File: src/rtl/hazard_pkg.sv
// rtl/hazard_pkg.sv - shared forwarding codes, stage tracking record and helpers for hazard_ctrl
package hazard_pkg;

    localparam logic [1:0] FWD_RF = 2'd0;
    localparam logic [1:0] FWD_E  = 2'd1;
    localparam logic [1:0] FWD_M  = 2'd2;
    localparam logic [1:0] FWD_W  = 2'd3;

    // Tracking widths; hazard_ctrl REG_AW/TW must not exceed these.
    localparam int TRK_AW = 5;
    localparam int TRK_TW = 2;

    localparam logic [TRK_TW-1:0] TUSE_NONE = 2'd3;

    typedef struct packed {
        logic [TRK_AW-1:0] dst;
        logic [TRK_TW-1:0] tnew;
    } stage_trk_t;

    function automatic logic [TRK_TW-1:0] sat_dec(input logic [TRK_TW-1:0] t);
        return (t == '0) ? '0 : t - TRK_TW'(1);
    endfunction

    // The youngest stage writing s decides: forward it if ready, otherwise take nothing.
    function automatic logic [1:0] fwd_pick(input logic [TRK_AW-1:0] s, input logic use_e,
                                            input stage_trk_t e, input stage_trk_t m,
                                            input stage_trk_t w);
        if (s == '0)                 return FWD_RF;
        if (use_e && (e.dst == s))   return (e.tnew == '0) ? FWD_E : FWD_RF;
        if (m.dst == s)              return (m.tnew == '0) ? FWD_M : FWD_RF;
        if (w.dst == s)              return (w.tnew == '0) ? FWD_W : FWD_RF;
        return FWD_RF;
    endfunction

endpackage

File: src/rtl/hazard_ctrl_md_busy_ctr.sv
// rtl/hazard_ctrl_md_busy_ctr.sv - HI/LO busy down-counter; load beats decrement
module md_busy_ctr #(
    parameter int CW = 4
) (
    input  logic          clk,
    input  logic          reset,
    input  logic          load,
    input  logic [CW-1:0] load_val,
    output logic          busy
);

    logic [CW-1:0] cnt_q, cnt_d;

    always_comb begin
        cnt_d = cnt_q;
        if (load)
            cnt_d = load_val;
        else if (cnt_q != '0)
            cnt_d = cnt_q - CW'(1);
    end

    always_ff @(posedge clk) begin
        if (reset)
            cnt_q <= '0;
        else
            cnt_q <= cnt_d;
    end

    assign busy = (cnt_q != '0);

endmodule

File: src/rtl/hazard_ctrl.sv
// rtl/hazard_ctrl.sv - 5-stage MIPS hazard controller: D stall, D/E forward selects, HI/LO interlock
// HAZARD_FWD_EN selects Tuse/Tnew forwarding; undefined gives a full interlock through W with fwd tied to 0.
module hazard_ctrl
    import hazard_pkg::*;
#(
    parameter int REG_AW      = TRK_AW,
    parameter int TW          = TRK_TW,
    parameter int MULT_CYCLES = 5,
    parameter int DIV_CYCLES  = 10
) (
    input  logic              clk,
    input  logic              reset,
    input  logic [REG_AW-1:0] d_rs,
    input  logic [REG_AW-1:0] d_rt,
    input  logic [TW-1:0]     d_rs_tuse,
    input  logic [TW-1:0]     d_rt_tuse,
    input  logic [REG_AW-1:0] d_dst,
    input  logic [TW-1:0]     d_tnew,
    input  logic              d_md_start,
    input  logic              d_md_is_div,
    input  logic              d_md_use,
    output logic              stall,
    output logic [1:0]        fwd_d_rs,
    output logic [1:0]        fwd_d_rt,
    output logic [1:0]        fwd_e_rs,
    output logic [1:0]        fwd_e_rt,
    output logic              md_busy
);

    localparam int MD_MAX = (MULT_CYCLES > DIV_CYCLES) ? MULT_CYCLES : DIV_CYCLES;
    localparam int CW     = $clog2(MD_MAX + 1);

    stage_trk_t        e_q, e_d, m_q, m_d, w_q, w_d;
    logic [TRK_AW-1:0] e_rs_q, e_rs_d, e_rt_q, e_rt_d;
    logic              e_md_q, e_md_d;

    logic [TRK_AW-1:0] rs_k, rt_k;
    logic [TRK_TW-1:0] rs_tuse, rt_tuse;
    logic              hz_rs, hz_rt;

    assign rs_k    = TRK_AW'(d_rs);
    assign rt_k    = TRK_AW'(d_rt);
    assign rs_tuse = TRK_TW'(d_rs_tuse);
    assign rt_tuse = TRK_TW'(d_rt_tuse);

`ifdef HAZARD_FWD_EN
    assign hz_rs = (rs_k != '0) && (rs_tuse != TUSE_NONE) &&
                   (((e_q.dst == rs_k) && (rs_tuse < e_q.tnew)) ||
                    ((m_q.dst == rs_k) && (rs_tuse < m_q.tnew)));
    assign hz_rt = (rt_k != '0) && (rt_tuse != TUSE_NONE) &&
                   (((e_q.dst == rt_k) && (rt_tuse < e_q.tnew)) ||
                    ((m_q.dst == rt_k) && (rt_tuse < m_q.tnew)));

    assign fwd_d_rs = fwd_pick(rs_k,   1'b1, e_q, m_q, w_q);
    assign fwd_d_rt = fwd_pick(rt_k,   1'b1, e_q, m_q, w_q);
    assign fwd_e_rs = fwd_pick(e_rs_q, 1'b0, e_q, m_q, w_q);
    assign fwd_e_rt = fwd_pick(e_rt_q, 1'b0, e_q, m_q, w_q);
`else
    logic unused_nofwd;

    assign hz_rs = (rs_k != '0) && ((e_q.dst == rs_k) || (m_q.dst == rs_k) || (w_q.dst == rs_k));
    assign hz_rt = (rt_k != '0) && ((e_q.dst == rt_k) || (m_q.dst == rt_k) || (w_q.dst == rt_k));

    assign fwd_d_rs = FWD_RF;
    assign fwd_d_rt = FWD_RF;
    assign fwd_e_rs = FWD_RF;
    assign fwd_e_rt = FWD_RF;

    assign unused_nofwd = ^{rs_tuse, rt_tuse, w_q.tnew, e_rs_q, e_rt_q};
`endif

    // An md start sitting in E has not yet raised md_busy on every path, so it is checked too.
    assign stall = hz_rs | hz_rt | (d_md_use & (md_busy | e_md_q));

    always_comb begin
        e_d    = '0;
        e_rs_d = '0;
        e_rt_d = '0;
        e_md_d = 1'b0;
        if (!stall) begin
            e_d.dst  = TRK_AW'(d_dst);
            e_d.tnew = TRK_TW'(d_tnew);
            e_rs_d   = rs_k;
            e_rt_d   = rt_k;
            e_md_d   = d_md_start;
        end
        m_d.dst  = e_q.dst;
        m_d.tnew = sat_dec(e_q.tnew);
        w_d.dst  = m_q.dst;
        w_d.tnew = sat_dec(m_q.tnew);
    end

    always_ff @(posedge clk) begin
        if (reset) begin
            e_q    <= '0;
            m_q    <= '0;
            w_q    <= '0;
            e_rs_q <= '0;
            e_rt_q <= '0;
            e_md_q <= 1'b0;
        end else begin
            e_q    <= e_d;
            m_q    <= m_d;
            w_q    <= w_d;
            e_rs_q <= e_rs_d;
            e_rt_q <= e_rt_d;
            e_md_q <= e_md_d;
        end
    end

    md_busy_ctr #(.CW(CW)) u_md_busy_ctr (
        .clk      (clk),
        .reset    (reset),
        .load     (d_md_start & ~stall),
        .load_val (d_md_is_div ? CW'(DIV_CYCLES) : CW'(MULT_CYCLES)),
        .busy     (md_busy)
    );

endmodule

File: config.mk
export PLATFORM = sky130hd
export DESIGN_NAME = hazard_ctrl
export DESIGN_NICKNAME = d
export VERILOG_FILES = /design/src/rtl/hazard_pkg.sv /design/src/rtl/hazard_ctrl_md_busy_ctr.sv /design/src/rtl/hazard_ctrl.sv
export SDC_FILE = /design/constraint.sdc
export NUM_CORES = 1
export LEC_CHECK = 0
export BUFFER_PORTS_ARGS = -buffer_cell sky130_fd_sc_hd__buf_2
export CAP_MARGIN = 0
export CORE_MARGIN = 3
export CORE_UTILIZATION = 35
export CTS_CLUSTER_DIAMETER = 120
export DETAILED_ROUTE_END_ITERATION = 6
export HOLD_SLACK_MARGIN = 0.1
export PLACE_DENSITY_LB_ADDON = 0.2
export SLEW_MARGIN = 30
export SYNTH_ARGS = -nofsm -noshare
export SYNTH_HDL_FRONTEND = slang
export SYNTH_HIERARCHICAL = 1
export SYNTH_SLANG_ARGS = --single-unit
File: constraint.sdc
create_clock -name clk -period 2.41 [get_ports clk]
set_input_delay 0.482 -clock clk [delete_from_list [all_inputs] [get_ports clk]]
set_output_delay 0.482 -clock clk [all_outputs]
set_load 0.005 [all_outputs]
==> metrics.md, run 1 <==
| Metric | Value |
|---|---|
| TritonCTS clock tree | built |
| Htree depth | 1 |
| Final-layout fill cell count | 333 |
| Final Skew | 0.00809 ns |
| Post-synthesis cell count | 128 |
| Core Box Area | 3130 sq um |
| WL final | 2370 microns |
| Post-synth cell types | 30 |
| # port buffers | 21 |
| Crit path depth | 6 |
| Clock root cell | clkbuf_4 |
| Crit Path Max Fanout | 4 |
| Final GP Congestion | 0.892 |
| Via/cell ratio | 4.73 |
| First-pass DRT Iterations | 4 |
| Pre-CTS setup slack | -0.0256 ns |
| Core Util, Final | 44.2% |
| Worst Path Buf+Inv | 2 |
| Reg2reg path depth | 8 |
| FF-to-FF Start | m_q[2] |
| Fmax | 0.442 GHz |
| Req. time, crit path | 1.93 ns |
| CP arrival | 1.78 ns |
| Worst min-delay path class | in -> reg |
| Synth Flop Type | dfxtp_1 |
| Min-Delay Startpoint | d_dst[0] |
| Final net count | 185 |
| Uppermost layer routed | met4 |
| Status | finished clean |
| VDD IR max | 0.487 mV |
| Vias | 945 |
| CP Class | in -> out |
| DRC | 0 |
| Setup slack, reg-to-reg | 0.40 ns |
| Largest net degree at the start of global routing | 22 |
| Metal2 WL | 1020 microns |
| Crit start category | primary input |
| # setup viols final | 0 |
| Rows | 20 |
| Slew Limit Fails | 0 |
| First-pass GRT wire length | 3800 microns |
| Async set or reset register ratio after synthesis | 0% |
| DIE HEIGHT | 63.8 microns |
| Yosys reg bits | 20 |
| LEAKAGE | 0.000607 uW |
| IO Pins | 36 |
| Iter 0 DRT Violations | 21 |
| Sequential element share of the synthesized area | 34.2% |
| Vias in the first global route | 902 |
| Pwr Density | 817 nW/um^2 |
| Initial antenna violation count | 0 |
| Synth Cell Area | 1170 sq um |
| Drt wl/cell | 11.8 microns |
| Clock Path Buffers | 2 |
| Die footprint | 4070 sq um |
| # hold bufs at CTS | 0 |
| Die W | 63.8 microns |
| EDFF count, synth | 0 |
| Fin crit period | 2.26 ns |
| Crit-path leading delay family | simple AND/OR/NAND/NOR gates |
| Worst path cell trace | buf_2 > or4_1 > nor2_1 > o22ai_2 > nand3b_1 > buf_2 |
| Post-DP HPWL | 1870 microns |
| Slowest CP cell | or4_1 |
| Antenna Cells | 0 |
| R2r endpoint | u_md_busy_ctr/cnt_q[2] |
| Overflow after GRT | 0 |
| DP Area | 1330 sq um |
| Worst Hold Path Cells | 3 |
| CTS Sinks | 20 |
| Area growth, synth to finish | 18.1% |
| Initial Util | 37.4% |
| WL met3 | 123 microns |
| Avg Cell Area, Syn | 9.14 sq um |
| Met1 Wirelength | 1190 microns |
| Later-pin clock latency in the skew report | 0.30 ns |
| Max Cap Viol | 0 |
| Hold Fails Final Rpt | 0 |
| Reg clk slew, reported paths | 0.10 ns |
| CTS Buf Count | 3 |
| Worst Hold Path EP | e_q[2] |
| Final instance area | 1380 sq um |
| Fin crit share | 93.8% |
| Synth warnings | 6 |
| Detail Route Antenna Nets | 0 |
| Layout cells sized above 1 | 25.6% |
| Setup ws final | 0.150 ns |
| GRT Total Usage | 11.7% |
| Crit path top cell by count | buf_2 |
| Setup crit end kind | output pin |
| CP max stage delay | 0.51 ns |
## power by group
part | internal [uW] | switching, uW
logic | 262 | 226
registers | 391 | 56.5
clock network | 92.1 | 99.9
## worst min-delay path, cell delays in order
cell	delay, ns
buf_2	0.10
nand4b_1	0.07
nor2_1	0.04
## registers in the layout, summed over array words and instances, names as in the netlist
name / flops
e_md_q: 1
e_q: 5
m_q: 5
u_md_busy_ctr/cnt_q: 4
w_q: 5
## metal layers
metal | vias to the layer above | global-route usage (%)
met1 | 442 | 15.6
met4 | 0 | 4.85
met5 | - | 0
met3 | 4 | 2.28
met2 | 29 | 18.3
li1 | 470 | -
## what timing repair did
action,4_1_cts,5_1_grt
setup buffers,0,0
setup endpoints to repair,1,1
gates resized for setup,1,4
endpoints found under the hold margin,0,0
## cells by family (layout without fill, tap and decap cells)
family                     Yosys count  in the layout  synth area share [%]
other                                1              8                 0.321
buffers and inverters               14             35                  7.70
muxes                                1              1                 0.962
adders and majority gates            2              2                  2.14
AOI/OAI and AO/OA                   11             11                  7.59
and+or+nand+nor                     47             47                  23.1
DFF                                 20             20                  34.2
xor gates and xnor gates            32             32                  24.0
## cell type report
type	instances	area [sq um]	area share [%]
repair buffers	27	150	10.9
clock buffers	4	36.3	2.63
well taps	44	55.1	3.99
inverters	4	15.0	1.09
multi-input cells	101	724	52.4
flip-flops and latches	20	400	29.0
## worst max path at each step
stage / start / endpoint / slack [ns]
global route: u_md_busy_ctr/cnt_q[0] / stall / -0.01
detailed placement: d_rs[4] / u_md_busy_ctr/cnt_q[2] / -0.03
global placement: d_rs[4] / u_md_busy_ctr/cnt_q[2] / 0.001
finish: d_rs[1] / stall / 0.15
floorplan: u_md_busy_ctr/cnt_q[0] / u_md_busy_ctr/cnt_q[0] / 0.27
CTS: u_md_busy_ctr/cnt_q[0] / stall / 0.02
## Yosys cell counts (2+ instances only)
master | instances | share of area [%]
buf_4 | 8 | 5.1
nand2_1 | 5 | 1.6
nand4b_1 | 6 | 4.5
nor3_1 | 4 | 1.7
inv_1 | 4 | 1.3
xor2_1 | 18 | 13
ha_1 | 2 | 2.1
nand3_1 | 3 | 1.3
nor2b_1 | 10 | 5.3
xnor2_1 | 14 | 10
nor2_1 | 10 | 3.2
o22ai_1 | 3 | 1.6
dfxtp_1 | 20 | 34
a32oi_1 | 2 | 1.5
or4_1 | 4 | 2.6
## cells in the final DEF, fill, tap and decap left out, drive strengths merged
cell type / synthesis / final
clkbuf: 1 / 4
o31ai: 1 / 1
buf: 9 / 27
o31a: 1 / 1
or4: 4 / 4
o22ai: 3 / 3
a211o: 1 / 1
nor3: 4 / 4
a21oi: 2 / 2
a32oi: 2 / 2
nand3: 3 / 3
nor2: 11 / 11
nand4b: 6 / 6
nor2b: 10 / 10
nor3b: 1 / 1
or3: 1 / 1
xor2: 18 / 18
o21ai: 1 / 1
nand3b: 1 / 1
or2: 1 / 1
ha: 2 / 2
inv: 4 / 4
nand2: 5 / 5
mux2: 1 / 1
conb: 1 / 8
dfxtp: 20 / 20
xnor2: 14 / 14
## stage by stage
step                cells  hold slack, ns  power [uW]  TNS [ns]
floorplan             135           0.479         778         0
global placement      196           0.497         914         0
detailed placement    196           0.502         922   -0.0256
CTS                   200           0.418        1120         0
global route          200           0.415        1210   -0.0142
finish                200           0.425        1130         0
No activity file was read; power rests on OpenSTA's default activity.
==> run 2, diff against run 1 <==
- CORE_MARGIN: 3 -> unset
- SYNTH_HIERARCHICAL: 1 -> unset
==> run 2 against run 1 <==
Register-to-register slack improved by 0.09 ns. Worst setup slack worse by 0.053 ns. Non-clock buffer count down 4. Sequential power fell by 3%. Cell count is 5.0% lower. Via count fell by 8.3%. Clock-buffer cell count is 1 lower. Clock power is 15% lower. Flip-flop and latch count did not move. Global-route usage is 3.8 points higher. Combinational power hardly changed. Die area fell by 13%. Largest power group unchanged.
==> metrics.md, run 2 <==
| Metric | Value |
|---|---|
| Status | finished clean |
| Drt wl/cell | 12.0 microns |
| Most common cell in the synthesized netlist | xnor2_1 |
| TritonCTS clock tree | built |
| Initial antenna violation count | 0 |
| First-pass GRT wire length | 3980 microns |
| Min Hold Slack | 0.418 ns |
| Pwr Density | 815 nW/um^2 |
| Detail Route Antenna Nets | 0 |
| LEAKAGE | 0.000542 uW |
| Worst min-delay path class | in -> reg |
| Top cell type's share of synthesized area | 34.4% |
| WL final | 2290 microns |
| Setup crit end kind | output pin |
| Area growth, synth to finish | 14.9% |
| Final net count | 176 |
| Fmax | 0.432 GHz |
| CP max stage delay | 0.41 ns |
| Crit Path Max Fanout | 4 |
| Rows | 20 |
| Post-synthesis cell count | 125 |
| Reg clk slew, reported paths | 0.12 ns |
| Iter 0 DRT Violations | 25 |
| Largest net degree at the start of global routing | 23 |
| Post-DP HPWL | 1800 microns |
| CP arrival | 1.83 ns |
| Reg2reg path depth | 6 |
| Antenna Cells | 0 |
| Worst path cell trace | inv_2 > ha_4 > and2_4 > inv_2 > o21ai_2 > o41ai_2 > or3_4 > buf_2 |
| IO Pins | 36 |
| Layout cells sized above 1 | 27.4% |
| Top cells by area, synth | dfxtp_1, xnor2_1, xor2_1, nor2b_1, buf_4 |
| Top Registers | e_q (5), m_q (5), w_q (5) |
| Slew Limit Fails | 0 |
| Post-synth cell types | 26 |
| R2r endpoint | u_md_busy_ctr.cnt_q[0] |
| Yosys reg bits | 20 |
| VDD IR max | 0.352 mV |
| Most common cell after layout, fill and taps aside | xnor2_1 |
| Final-layout fill cell count | 337 |
| DIE HEIGHT | 59.6 microns |
| Final instance area | 1340 sq um |
| Vias | 867 |
| FF-to-FF Start | m_q[2] |
| Crit start category | flip-flop |
| Final GP Congestion | 0.775 |
| # setup viols final | 0 |
| CP Class | reg -> out |
| # port buffers | 21 |
| Clock root cell | clkbuf_4 |
| Worst Hold Path Cells | 3 |
| Synth Cell Area | 1160 sq um |
| Overflow after GRT | 0 |
| Crit path top cell by count | inv_2 |
| CTS Buf Count | 3 |
| EDFF count, synth | 0 |
| Slowest CP cell | or3_4 |
| Post-synth top cells | xnor2_1, dfxtp_1, nor2b_1 |
| First-pass DRT Iterations | 3 |
| Area leader, netlist | dfxtp_1 |
| Hold Fails Final Rpt | 0 |
| Most frequent cells in the layout | xnor2_1, buf_2, dfxtp_1 |
| Worst Hold Path EP | e_md_q |
| Req. time, crit path | 1.93 ns |
| Fin crit share | 96.0% |
| Final Skew | 0.0101 ns |
| Htree depth | 1 |
| Async set or reset register ratio after synthesis | 0% |
| DRC | 0 |
| Die footprint | 3560 sq um |
| Vias in the first global route | 907 |
| CTS Sinks | 20 |
| Setup slack, reg-to-reg | 0.49 ns |
| Fin crit period | 2.31 ns |
| Max Cap Viol | 0 |
| Synth Flop Type | dfxtp_1 |
| Via/cell ratio | 4.56 |
| DP Area | 1270 sq um |
| Later-pin clock latency in the skew report | 0.30 ns |
| GRT Total Usage | 15.4% |
| Core Util, Final | 43.0% |
| Sequential element share of the synthesized area | 34.4% |
| Synth warnings | 0 |
| Core Box Area | 3100 sq um |
| Initial Util | 37.5% |
| Clock Path Buffers | 2 |
| Final setup TNS | 0 ns |
| Min-Delay Startpoint | d_md_start |
| Avg Cell Area, Syn | 9.30 sq um |
| Die W | 59.6 microns |
## run 2: cell types whose count changed in the layout (fill, tap and decap cells not counted), moves of 3 or more
cell / delta
buf_4: -4
inv_1: -3
mux2_4: +4
nand4b_1: -6
nor2_1: -3
nor3b_1: +5
or4_1: -3
xnor2_1: +9
xor2_1: -9
## run 2: cell type report
cell class                 count  area, sq um  share of cell area (%)
sequential                    20          402                    30.1
inverter                       4         17.5                    1.31
tap                           44         55.1                    4.12
timing repair buffer          23          120                    9.00
clock buffer                   3         22.5                    1.69
multi-input combinational     96          718                    53.8
## run 2: power breakdown
group          internal [uW]  total, uW  leakage [uW]  switching [uW]
Sequential               387        434      0.000164            47.1
Clock                   58.3        164     0.0000138             105
Combinational            273        490      0.000364             217
Total                    718       1090      0.000542             369
## run 2: how the worst max path moves through the flow
stage                                        end                   start  cells after the start  slack [ns]
final                                      stall  u_md_busy_ctr.cnt_q[1]                      8         0.1
after global routing                       stall  u_md_busy_ctr.cnt_q[0]                      8      -0.004
after CTS                                  stall  u_md_busy_ctr.cnt_q[0]                      8       0.008
after detailed placement                   stall                 d_rt[1]                      7        0.17
after global placement                     stall                 d_rt[1]                      7        0.17
after floorplan           u_md_busy_ctr.cnt_q[0]                 d_rt[1]                      7        0.40
## run 2: timing repair
action                                  4_1_cts  5_1_grt
pin swaps                                     0        2
gates resized for setup                       3        9
endpoints found under the setup margin        1        1
hold buffers                                  0        0
buffers inserted                              0        1
## run 2: worst max-delay path: cells and delay by family, from the launching register on
family          cells  cell delay (ns)
simple gates        2             0.55
compound gates      2             0.23
fa+ha+maj           1             0.13
flops               1             0.35
buf+inv             3             0.27
## run 2: kinds of logic after synthesis
group / Yosys count / share of synthesized area, %
other: 1 / 0.323
adders and majority gates: 2 / 2.15
xor gates and xnor gates: 32 / 24.1
muxes: 4 / 5.17
buffers and inverters: 16 / 8.72
DFF: 20 / 34.4
AOI/OAI and AO/OA: 7 / 4.52
and+or+nand+nor: 43 / 20.6
## run 2: through the flow
stage,power (uW),std cells,setup slack [ns]
floorplan,759,132,0.397
global placement,840,186,0.175
detailed placement,855,186,0.171
CTS,1040,189,0.00762
global route,1170,190,-0.00393
finish,1090,190,0.0965
## run 2: metal layers
| layer | vias to the layer above | track usage (%) | part of all wire (%) |
|---|---|---|---|
| met2 | 17 | 28.7 | 54 |
| li1 | 440 | - | - |
| met3 | 2 | 1.97 | 2.6 |
| met4 | 0 | 6.98 | 0.70 |
| met5 | - | 0 | 0 |
| met1 | 408 | 17.3 | 42 |
==> run 3, diff against run 2 <==
- RECOVER_POWER: unset -> 50
==> run 3 against run 2 <==
Register-to-register slack hardly changed. Critical endpoint unchanged. Worst hold slack stayed put. Largest cell class unchanged. Critical path type unchanged. Via count did not move. Largest power group unchanged. Non-clock buffer count unchanged.
==> metrics.md, run 3 (synthesis gave the netlist of run 2 again) <==
| Metric | Value |
|---|---|
| Antenna Cells | 0 |
| DRC | 0 |
| Setup ws final | 0.0965 ns |
| Detail Route Antenna Nets | 0 |
| Pre-CTS setup slack | 0.171 ns |
| Worst min-delay path class | in -> reg |
| Worst Path Buf+Inv | 3 |
| Worst path cell trace | inv_2 > ha_4 > and2_4 > inv_2 > o21ai_2 > o41ai_2 > or3_4 > buf_2 |
| Vias | 867 |
| Logic pwr share | 45.0% |
| Fin crit period | 2.31 ns |
| Core Util, Final | 43.0% |
| Final setup TNS | 0 ns |
| Initial antenna violation count | 0 |
| Clock Path Buffers | 2 |
| # setup viols final | 0 |
| Via/cell ratio | 4.56 |
| Worst Tran Pin Value | 0.963 ns |
| Vias in the first global route | 907 |
| CP Class | reg -> out |
| TritonCTS clock tree | built |
| Htree depth | 1 |
| Fin crit share | 96.0% |
| Slowest CP cell | or3_4 |
| Reg clk slew, reported paths | 0.12 ns |
| Fmax | 0.432 GHz |
| Multi-input logic area | 718 sq um |
| Drt wl/cell | 12.0 microns |
| Final Skew | 0.0101 ns |
| Area growth, synth to finish | 14.7% |
| Clock root cell | clkbuf_4 |
| # port buffers | 21 |
| Switching pwr | 369 uW |
| WL final | 2290 microns |
| CTS Sinks | 20 |
| Setup crit end kind | output pin |
| Iter 0 DRT Violations | 25 |
| Overflow after GRT | 0 |
| Largest net degree at the start of global routing | 23 |
| Internal power | 718 uW |
| Pwr Density | 815 nW/um^2 |
| IO Pins | 36 |
| Rows | 20 |
| Status | finished clean |
| CP max stage delay | 0.41 ns |
| Crit path top cell by count | inv_2 |
| Req. time, crit path | 1.93 ns |
| Top Registers | e_q (5), m_q (5), w_q (5) |
| First-pass GRT wire length | 3980 microns |
| Switch share | 34.0% |
| Slew Limit Fails | 0 |
| Max-slew headroom | 35.8% |
| Later-pin clock latency in the skew report | 0.30 ns |
| Crit Path Max Fanout | 4 |
| Hold Fails Final Rpt | 0 |
| Initial Util | 37.5% |
| DIE HEIGHT | 59.6 microns |
| Most frequent cells in the layout | xnor2_1, buf_2, dfxtp_1 |
| Most common cell after layout, fill and taps aside | xnor2_1 |
| Final net count | 176 |
| Final-layout fill cell count | 337 |
| Crit-path leading delay family | simple AND/OR/NAND/NOR gates |
| GRT Total Usage | 15.4% |
| Layout cells sized above 1 | 26.7% |
| Core Box Area | 3100 sq um |
| # hold bufs at CTS | 0 |
| Post-DP HPWL | 1800 microns |
| Die W | 59.6 microns |
| Final GP Congestion | 0.775 |
| Max Cap Viol | 0 |
| LEAKAGE | 0.000539 uW |
| Sequential power share | 39.9% |
| CP arrival | 1.83 ns |
| Clock network power share | 15.1% |
| First-pass DRT Iterations | 3 |
| Crit start category | flip-flop |
| Seq. cell area | 402 sq um |
| Die footprint | 3560 sq um |
| VDD IR max | 0.353 mV |
| CTS Buf Count | 3 |
run 3: cell types whose count changed in the layout (fill, tap and decap cells not counted):
cell | previous run | this run
clkbuf_1 | 0 | 1
buf_2 | 21 | 20
run 3: worst reg2reg max path: cells and delay by family, from the launching register on:
family | cells | cell delay (ns)
AOI/OAI and AO/OA | 2 | 0.34
xor gates and xnor gates | 1 | 0.09
DFF | 1 | 0.41
muxes | 1 | 0.31
and+or+nand+nor | 2 | 0.65
run 3: final cells by class:
| class | count | area share [%] |
|---|---|---|
| clock buffers | 3 | 1.69 |
| multi-input cells | 96 | 53.8 |
| repair buffers | 23 | 8.91 |
| well taps | 44 | 4.13 |
| inverters | 4 | 1.31 |
| flip-flops and latches | 20 | 30.1 |
run 3: final timing paths:
kind / from / end / slack, ns / depth (start not counted)
hold reg to reg: e_q[3] / m_q[3] / 0.50 / 1
setup / recovery: u_md_busy_ctr.cnt_q[1] / stall / 0.1 / 8
setup reg to reg: m_q[2] / u_md_busy_ctr.cnt_q[0] / 0.49 / 6
hold / removal: d_md_start / e_md_q / 0.42 / 3
run 3: timing repair:
| action | in CTS | in global routing |
|---|---|---|
| setup buffers | 0 | 1 |
| hold endpoints to repair | 0 | 0 |
| resized for setup | 3 | 9 |
| endpoints found under the setup margin | 1 | 1 |
| pin swaps | 0 | 2 |
run 3: power by group through the flow:
stage	clock, uW	combinational (uW)	sequential, uW
after floorplan	0	334	425
after global placement	0	407	433
after detailed placement	0	420	435
after CTS	167	439	428
after global routing	181	546	442
final	164	490	434
run 3: layer usage:
metal  global-route usage (%)  vias to the layer above  routed length, microns
li1                         -                      440                       -
met1                     17.3                      408                     965
met2                     28.7                       17                    1240
met3                     1.97                        2                      59
met4                     6.98                        0                      16
met5                        0                        -                       0
run 3: metrics by stage:
stage          cells  total power, uW  hold WS (ns)  cell area (sq um)
2_1_floorplan    132              759         0.484               1190
3_3_place_gp     186              840         0.496               1270
3_5_place_dp     186              855         0.495               1270
4_1_cts          189             1040         0.420               1290
5_1_grt          190             1170         0.421               1330
6_report         190             1090         0.418               1330
